--- src/rtl/dly_pkg.sv ---
// Shared types and helpers for the programmable delay line.
// Fill-state encoding and delay clamping.
package dly_pkg;

    typedef enum logic {
        FILL = 1'b0,
        RUN  = 1'b1
    } dly_state_e;

    function automatic int clamp_delay(input int d, input int max_d);
        return (d > max_d) ? max_d : d;
    endfunction

endpackage

--- src/rtl/dly_stage.sv ---
// One {valid,data} storage stage of the delay line.
// Shifts on en; clr drops the valid bit, data is kept.
module dly_stage #(
    parameter int WIDTH = 8
) (
    input  logic             clk,
    input  logic             rst_n,
    input  logic             en,
    input  logic             clr,
    input  logic [WIDTH-1:0] d_data,
    input  logic             d_valid,
    output logic [WIDTH-1:0] q_data,
    output logic             q_valid
);

    // Stage register: shift on en, invalidate on clr.
    always_ff @(posedge clk or negedge rst_n) begin
        if (!rst_n) begin
            q_data  <= '0;
            q_valid <= 1'b0;
        end else if (en) begin
            q_data  <= d_data;
            q_valid <= d_valid & ~clr;
        end else if (clr) begin
            q_valid <= 1'b0;
        end
    end

endmodule

--- src/rtl/programmable_delay_line.sv ---
// Runtime-programmable delay line with valid tracking.
// Fill FSM gates out_valid until d_active fresh samples are held.
module programmable_delay_line
    import dly_pkg::*;
#(
    parameter  int WIDTH         = 8,
    parameter  int MAX_DEPTH     = 8,
    parameter  int DEFAULT_DELAY = 1,
    localparam int DW            = $clog2(MAX_DEPTH + 1)
) (
    input  logic             clk,
    input  logic             rst_n,
    input  logic             en,
    input  logic [WIDTH-1:0] in_data,
    input  logic             in_valid,
    input  logic [DW-1:0]    delay_sel,
    input  logic             load,
    input  logic             flush,
    output logic [WIDTH-1:0] out_data,
    output logic             out_valid,
    output logic             filled,
    output logic             cfg_err,
    output logic [DW-1:0]    d_active
);

    localparam logic [DW-1:0] MAX_D = DW'(MAX_DEPTH);
    localparam logic [DW-1:0] DEF_D = DW'(DEFAULT_DELAY);
    localparam logic [DW-1:0] ONE   = DW'(1);

    logic [WIDTH-1:0] st_data  [MAX_DEPTH];
    logic             st_valid [MAX_DEPTH];

    dly_state_e    state_q, state_d;
    logic [DW-1:0] cnt_q, cnt_d;
    logic [DW-1:0] dly_q, dly_d;
    logic          err_q;
    logic          restart;
    logic [DW-1:0] load_val;
    logic [WIDTH-1:0] tap_data;
    logic             tap_valid;

    assign restart  = load | flush;
    assign load_val = DW'(clamp_delay(int'(delay_sel), MAX_DEPTH));

    for (genvar g = 0; g < MAX_DEPTH; g++) begin : g_stage
        logic [WIDTH-1:0] src_data;
        logic             src_valid;
        if (g == 0) begin : g_head
            assign src_data  = in_data;
            assign src_valid = in_valid;
        end else begin : g_body
            assign src_data  = st_data[g-1];
            assign src_valid = st_valid[g-1];
        end
        dly_stage #(
            .WIDTH(WIDTH)
        ) u_stage (
            .clk     (clk),
            .rst_n   (rst_n),
            .en      (en),
            .clr     (restart),
            .d_data  (src_data),
            .d_valid (src_valid),
            .q_data  (st_data[g]),
            .q_valid (st_valid[g])
        );
    end

    // Control registers: fill state, fill count, active delay, error pulse.
    always_ff @(posedge clk or negedge rst_n) begin
        if (!rst_n) begin
            state_q <= (DEF_D == '0) ? RUN : FILL;
            cnt_q   <= '0;
            dly_q   <= DEF_D;
            err_q   <= 1'b0;
        end else begin
            state_q <= state_d;
            cnt_q   <= cnt_d;
            dly_q   <= dly_d;
            err_q   <= load && (delay_sel > MAX_D);
        end
    end

    // Next-state: load/flush restart the fill, en advances it.
    always_comb begin
        state_d = state_q;
        cnt_d   = cnt_q;
        dly_d   = dly_q;
        if (load) begin
            dly_d   = load_val;
            cnt_d   = '0;
            state_d = (load_val == '0) ? RUN : FILL;
        end else if (flush) begin
            cnt_d   = '0;
            state_d = (dly_q == '0) ? RUN : FILL;
        end else if (en) begin
            unique case (1'b1)
                (state_q == FILL): begin
                    cnt_d = cnt_q + ONE;
                    if ((cnt_q + ONE) == dly_q) begin
                        state_d = RUN;
                    end
                end
                (state_q == RUN): begin
                    cnt_d = cnt_q;
                end
            endcase
        end
    end

    // Tap select: bypass at delay 0, else stage d_active-1.
    always_comb begin
        tap_data  = in_data;
        tap_valid = in_valid;
        for (int i = 0; i < MAX_DEPTH; i++) begin
            if (dly_q == DW'(i + 1)) begin
                tap_data  = st_data[i];
                tap_valid = st_valid[i];
            end
        end
    end

    assign filled    = (state_q == RUN);
    assign out_data  = tap_data;
    assign out_valid = filled & tap_valid;
    assign cfg_err   = err_q;
    assign d_active  = dly_q;

endmodule

--- config.mk ---
export PLATFORM = sky130hd
export DESIGN_NAME = programmable_delay_line
export DESIGN_NICKNAME = d
export VERILOG_FILES = /design/src/rtl/dly_pkg.sv /design/src/rtl/dly_stage.sv /design/src/rtl/programmable_delay_line.sv
export SDC_FILE = /design/constraint.sdc
export NUM_CORES = 1
export LEC_CHECK = 0
export ABC_AREA = 1
export CAP_MARGIN = 10
export CELL_PAD_IN_SITES_DETAIL_PLACEMENT = 2
export CELL_PAD_IN_SITES_GLOBAL_PLACEMENT = 2
export CORE_MARGIN = 10
export CORE_UTILIZATION = 30
export DETAILED_ROUTE_END_ITERATION = 16
export GPL_ROUTABILITY_DRIVEN = 0
export HOLD_SLACK_MARGIN = 0.03
export PLACE_DENSITY_LB_ADDON = 0.1
export SETUP_SLACK_MARGIN = 0.3
export SYNTH_ARGS = -nofsm -noshare
export SYNTH_HDL_FRONTEND = slang
export SYNTH_SLANG_ARGS = --single-unit
--- constraint.sdc ---
create_clock -name clk -period 1.7 [get_ports clk]
set_clock_uncertainty 0.15 [all_clocks]
set_input_delay 0.17 -clock clk [delete_from_list [all_inputs] [get_ports clk]]
set_output_delay 0.17 -clock clk [all_outputs]
set_load 0.03 [all_outputs]
; ---- Yosys cells after proc, flatten, opt, wreduce, memory -nomap -nowiden
; Cells that the tools add are included.
[op_classes]
muxes = 37
add_sub_neg = 1
bitwise_logic = 11
n_eq_ne = 10
n_reduce_logical = 6
order_cmp = 2
[op_table]
columns = cell, n
row1 = 8-bit 2-to-1 mux, 8
row2 = 1-bit 2-to-1 mux, 24
row3 = 4-bit 2-to-1 mux, 5
row4 = 4-bit by 3-bit == test with 1-bit output (second input constant), 4
row5 = 1-bit bitwise AND, 9
row6 = 4-bit by 2-bit == test with 1-bit output (second input constant), 2
row7 = 4-bit > comparator (second input constant), 2
row8 = 4-bit zero test, 2
row9 = 4-bit by 1-bit adder with 4-bit output (second input constant), 1
row10 = 4-bit by 1-bit == test with 1-bit output (second input constant), 1
row11 = 4-bit == test, 1
row12 = 4-bit == test (second input constant), 1
row13 = 3-bit inequality test (second input constant), 1
row14 = 3-bit nonzero test, 1
row15 = 2-bit AND reduction, 1
row16 = 2-bit nonzero test, 1
row17 = 1-bit logical AND, 1
row18 = 1-bit inverter, 1
row19 = 1-bit bitwise OR, 1
[word_totals]
regBits = 82
in_bits = 18
output_inout_bits = 15

; ---- Longest topological paths before layout
[depth]
word_depth = 10
depth_mapped = 14
mapped_depth_nobuf = 12

; ---- Cells and area by module
; From an unflattened synthesis, not the netlist that was laid out.
[hier_totals]
hier_cells = 596
hier_area_um2 = 4625.7
[modules_own_cells]
columns = mod, area_each_um2, cells_each, instances, seq_area_each_um2
row1 = dly_stage, 385.4, 40, 8, 225.2
row2 = programmable_delay_line, 1542.7, 276, 1, 251.5

; ---- Worst setup path before layout
; OpenSTA, ideal clock, no wires.
[synth_path]
path_kind = register to output
start = reg dly_q[0], in the netlist d_active[0]
end = out out_data[2]
n_path_buf = 2
path_stages_with_launch = 15
slack_ns = -0.451
t_arrival_ns = 1.831
path_cell_list = dfstp_2 buf_6 inv_1 nor2_2 buf_4 nand2_2 nand2_1 nand3_1 nand3_1 nand2_1 nand2_1 nand3_1 nand3_1 nand2_1 nand2_1
[synth_between]
elab_chain_cells = 9
[synth_lines]
columns = element, line
row1 = "start, declared", programmable_delay_line.sv:35  ; logic [DW-1:0] dly_q, dly_d;
row2 = "start signal, assigned", programmable_delay_line.sv:79  ; dly_q <= dly_d;
row3 = 4-bit by 1-bit == test with 1-bit output, programmable_delay_line.sv:116  ; if (dly_q == DW'(i + 1)) begin
row4 = 8-bit 2-to-1 mux (7 in series), programmable_delay_line.sv:116
row5 = 8-bit 2-to-1 mux (*), programmable_delay_line.sv:116
row6 = "end, declared", programmable_delay_line.sv:19  ; output logic [WIDTH-1:0] out_data,
; Mark *: on every way between the ends. The rest lies on a longest branch, timed or not.

; ---- Worst setup path in the final report
[layout_path]
start = reg dly_q[0], in the netlist d_active[0]
end = out out_valid
[layout_between]
elab_chain_cells = 10
[layout_lines]
columns = element, line
row1 = 4-bit by 1-bit == test with 1-bit output, programmable_delay_line.sv:116
row2 = 1-bit 2-to-1 mux (7 in series), programmable_delay_line.sv:116
row3 = 1-bit 2-to-1 mux (*), programmable_delay_line.sv:116
row4 = 1-bit bitwise AND (*), programmable_delay_line.sv:125  ; assign out_valid = filled & tap_valid;
row5 = "end, declared", programmable_delay_line.sv:20  ; output logic out_valid,
; Marks and branches as above.

==> flow_summary.yaml <==
finish:
  fin_util: 0.427
  n_fill_cell: 1609
  fin_area_sq_um: 5880
  drive_above_1_share: 0.295
  area_delta_synth_final_pct: 40.4
  antenna_cells: 0
  finish.net_count: 659
synthesis:
  ys_warn_count: 0
  syn_nets: 585
  ys.flop_type: "dfrtp_1"
  synth.most_common_cell: "nand2_1"
  synth_top_cell_by_area: "dfrtp_1"
  synth-seq-cells: 82
  ys_seq_area_frac: 0.490
  netlist_top_cells_count: "nand2_1 (189), dfrtp_1 (81), inv_1 (79)"
  yosys.area.top_type_share: 0.484
  syn_area_sq_um: 4190
  synthCells: 566
  synth_area_per_cell_sq_um: 7.40
  yosysUniqueCellTypes: 34
  synth-edff-count: 0
  synth_area_leaders: "dfrtp_1 (48%), nand2_1 (17%), o21ai_0 (8.8%), inv_1 (7.1%), nand3_1 (4.8%)"
  ys_async_sr_fraction: 1.00
routing:
  drtIter0Drc: 159
  wl_um: 14400
  drt_pass1_iterations: 4
  wl_per_cell_um: 17.6
  antenna_left: 0
  num_vias: 3919
  route.detailed.drc: 0
  via_per_inst: 4.76
placement:
  io_buffers: 32
  dp_hpwl_um: 9530
  pre_cts_ws_ns: -0.460
  placed_area_sq_um: 5080
critical_path:
  critPathBufInv: 4
  required_ns: 1.38
  ff2ff_path_depth: 11
  startpoint_type: "flop"
  critical_path_depth: 13
  critPathMaxStageDelay_ns: 0.58
  cp_max_fo: 6
  r2r_slack_ns: -0.09
  path_cells: "inv_4, nor2_4, buf_12, buf_6, nand3_2, nand3_1, nand2_1, nand3_2, nand3_2, nand2_2, nand2_2, a21oi_4, buf_12"
  critical-path-top-delay-family: "simple AND/OR/NAND/NOR gates"
  arrival_ns: 2.18
  slowest_stage: "dfstp_2"
  end_kind: "output pin"
  crit_top_cell: "nand3_2"
  crit_type: "reg -> out"
timing:
  min_period_ns: 2.50
  period_share: 1.47
  worst_slew_pin_slew_ns: 0.366
  fin_setup_tns_ns: -6.84
  setup_violations: 10
  drv_slew: 0
  fin_ws_ns: -0.800
  hold_viol_final: 0
  fmax_ghz: 0.400
  hold_slack_ns: 0.132
  rsz0062_at_grt: "true"
  slew_headroom: 0.756
run_status:
  failed_checks: "negative setup slack"
  status: "finished with violations"
global_route:
  grt_pass1_vias: 4363
  grt_first_pass_wirelength_um: 23400
  grt_usage: 0.147
  grt_max_degree: 59
  antenna_found_initial: 0
  grt_overflow: 0
die:
  die_x_um: 138
  die-area_sq_um: 19100
  core-area_sq_um: 13800
  rows: 43
  io_pins: 33
  start_util: 0.304
  die-height_um: 138
power_and_ir_drop:
  sw_frac_of_total: 0.312
  p_comb_frac: 0.237
  seqPwrFrac: 0.410
  powerDensity_nw_per_um2: 970
  p_leak_nw: 2.90
  netSwitchingPower_w: 0.00178
  clockPowerShare: 0.354
  p_int_w: 0.00393
  ir_worst_vdd_mv: 0.514
clock_tree:
  clock_latency_ns: 0.35
  h-tree-depth: 3
  cts_tree: "done"
  cts_root_buffer: "clkbuf_16"
  cts_sinks: 82
  cts_max_path_buffers: 2
  path_clk_slew_ns: 0.06
  cts_buffers: 9
job:
  drv_cap: 0
hold_path:
  hp-class: "in -> async"
-- flip-flops by register name, indices dropped and copies added (netlist names) --
| name | count |
|---|---|
| filled | 1 |
| g_stage.u_stage.q_valid | 8 |
| cfg_err | 1 |
| cnt_q | 4 |
| g_stage.u_stage.q_data | 64 |
| d_active | 4 |
-- cells by family (layout without fill, tap and decap cells) --
| logic type | after synthesis | after routing | share of synthesized area |
|---|---|---|---|
| buffers and inverters | 108 | 184 | 0.102 |
| flip-flops | 82 | 82 | 0.490 |
| adder cells (fa/ha/maj) | 1 | 1 | 0.00299 |
| AO/OA/AOI/OAI | 101 | 101 | 0.126 |
| AND/OR/NAND/NOR | 270 | 271 | 0.270 |
| XOR/XNOR | 4 | 4 | 0.00837 |
-- path summary, 6_finish.rpt --
path	start	endpoint
worst max-delay path	d_active[0]	out_valid
worst min-delay path	rst_n	g_stage[7].u_stage.q_valid
worst max register to register	d_active[1]	filled
worst min register to register	g_stage[7].u_stage.q_data[2]	g_stage[7].u_stage.q_data[2]
max in group asynchronous	rst_n	g_stage[6].u_stage.q_data[2]
min in group clk	en	g_stage[7].u_stage.q_data[4]
-- per-stage QoR --
stage | cells | power [W]
after floorplan | 566 | 0.00301
after global placement | 795 | 0.00347
after detailed placement | 795 | 0.00353
after CTS | 818 | 0.00567
after global routing | 823 | 0.00602
final | 823 | 0.00570
-- area by class of cell --
type	instances	area, sq um	area share
clock buffers	12	256	0.0436
repair buffers	84	875	0.149
multi-input cells	377	2100	0.357
flip-flops and latches	82	2060	0.350
inverters	86	332	0.0564
well taps	180	225	0.0383
clock inverters	2	37.5	0.00639
-- cells in the final DEF, fill, tap and decap left out, types with 2 or more instances in the layout --
master	count
a211oi_1	2
a21oi_1	18
buf_12	9
buf_2	2
buf_4	35
buf_6	19
clkbuf_16	9
clkbuf_8	2
clkdlybuf4s50_1	15
dfrtp_1	78
dfrtp_2	3
inv_1	75
inv_2	7
inv_4	3
nand2_1	151
nand2_2	30
nand2_4	11
nand3_1	5
nand3_2	33
nand3_4	3
nor2_1	23
nor2_2	4
nor2_4	5
nor3_1	2
o21ai_0	67
o21ai_1	7
o21ai_2	3
xor2_1	4
-- power groups by stage --
| stage | sequential (W) | combinational [W] | clock [W] |
|---|---|---|---|
| after floorplan | 0.00235 | 0.000667 | 0 |
| after global placement | 0.00235 | 0.00112 | 0 |
| after detailed placement | 0.00237 | 0.00117 | 0 |
| after CTS | 0.00233 | 0.00127 | 0.00206 |
| after global routing | 0.00237 | 0.00150 | 0.00215 |
| final | 0.00234 | 0.00135 | 0.00202 |
-- layer usage --
| metal | share of wire | global-route usage | up-vias |
|---|---|---|---|
| li1 | - | - | 1910 |
| met1 | 0.45 | 0.182 | 1955 |
| met2 | 0.51 | 0.254 | 38 |
| met3 | 0.021 | 0.0223 | 16 |
| met4 | 0.017 | 0.0466 | 0 |
| met5 | 0 | 0 | - |
-- timing repair --
action                                 in CTS  in global routing
hold buffers                                1                  0
setup buffers                               6                  5
cloned                                      2                  0
resized for setup                          64                 65
endpoints found under the hold margin      81                  0
pin swaps                                  26                 39
setup endpoints to repair                  16                 19
No activity file was read; power rests on OpenSTA's default activity.
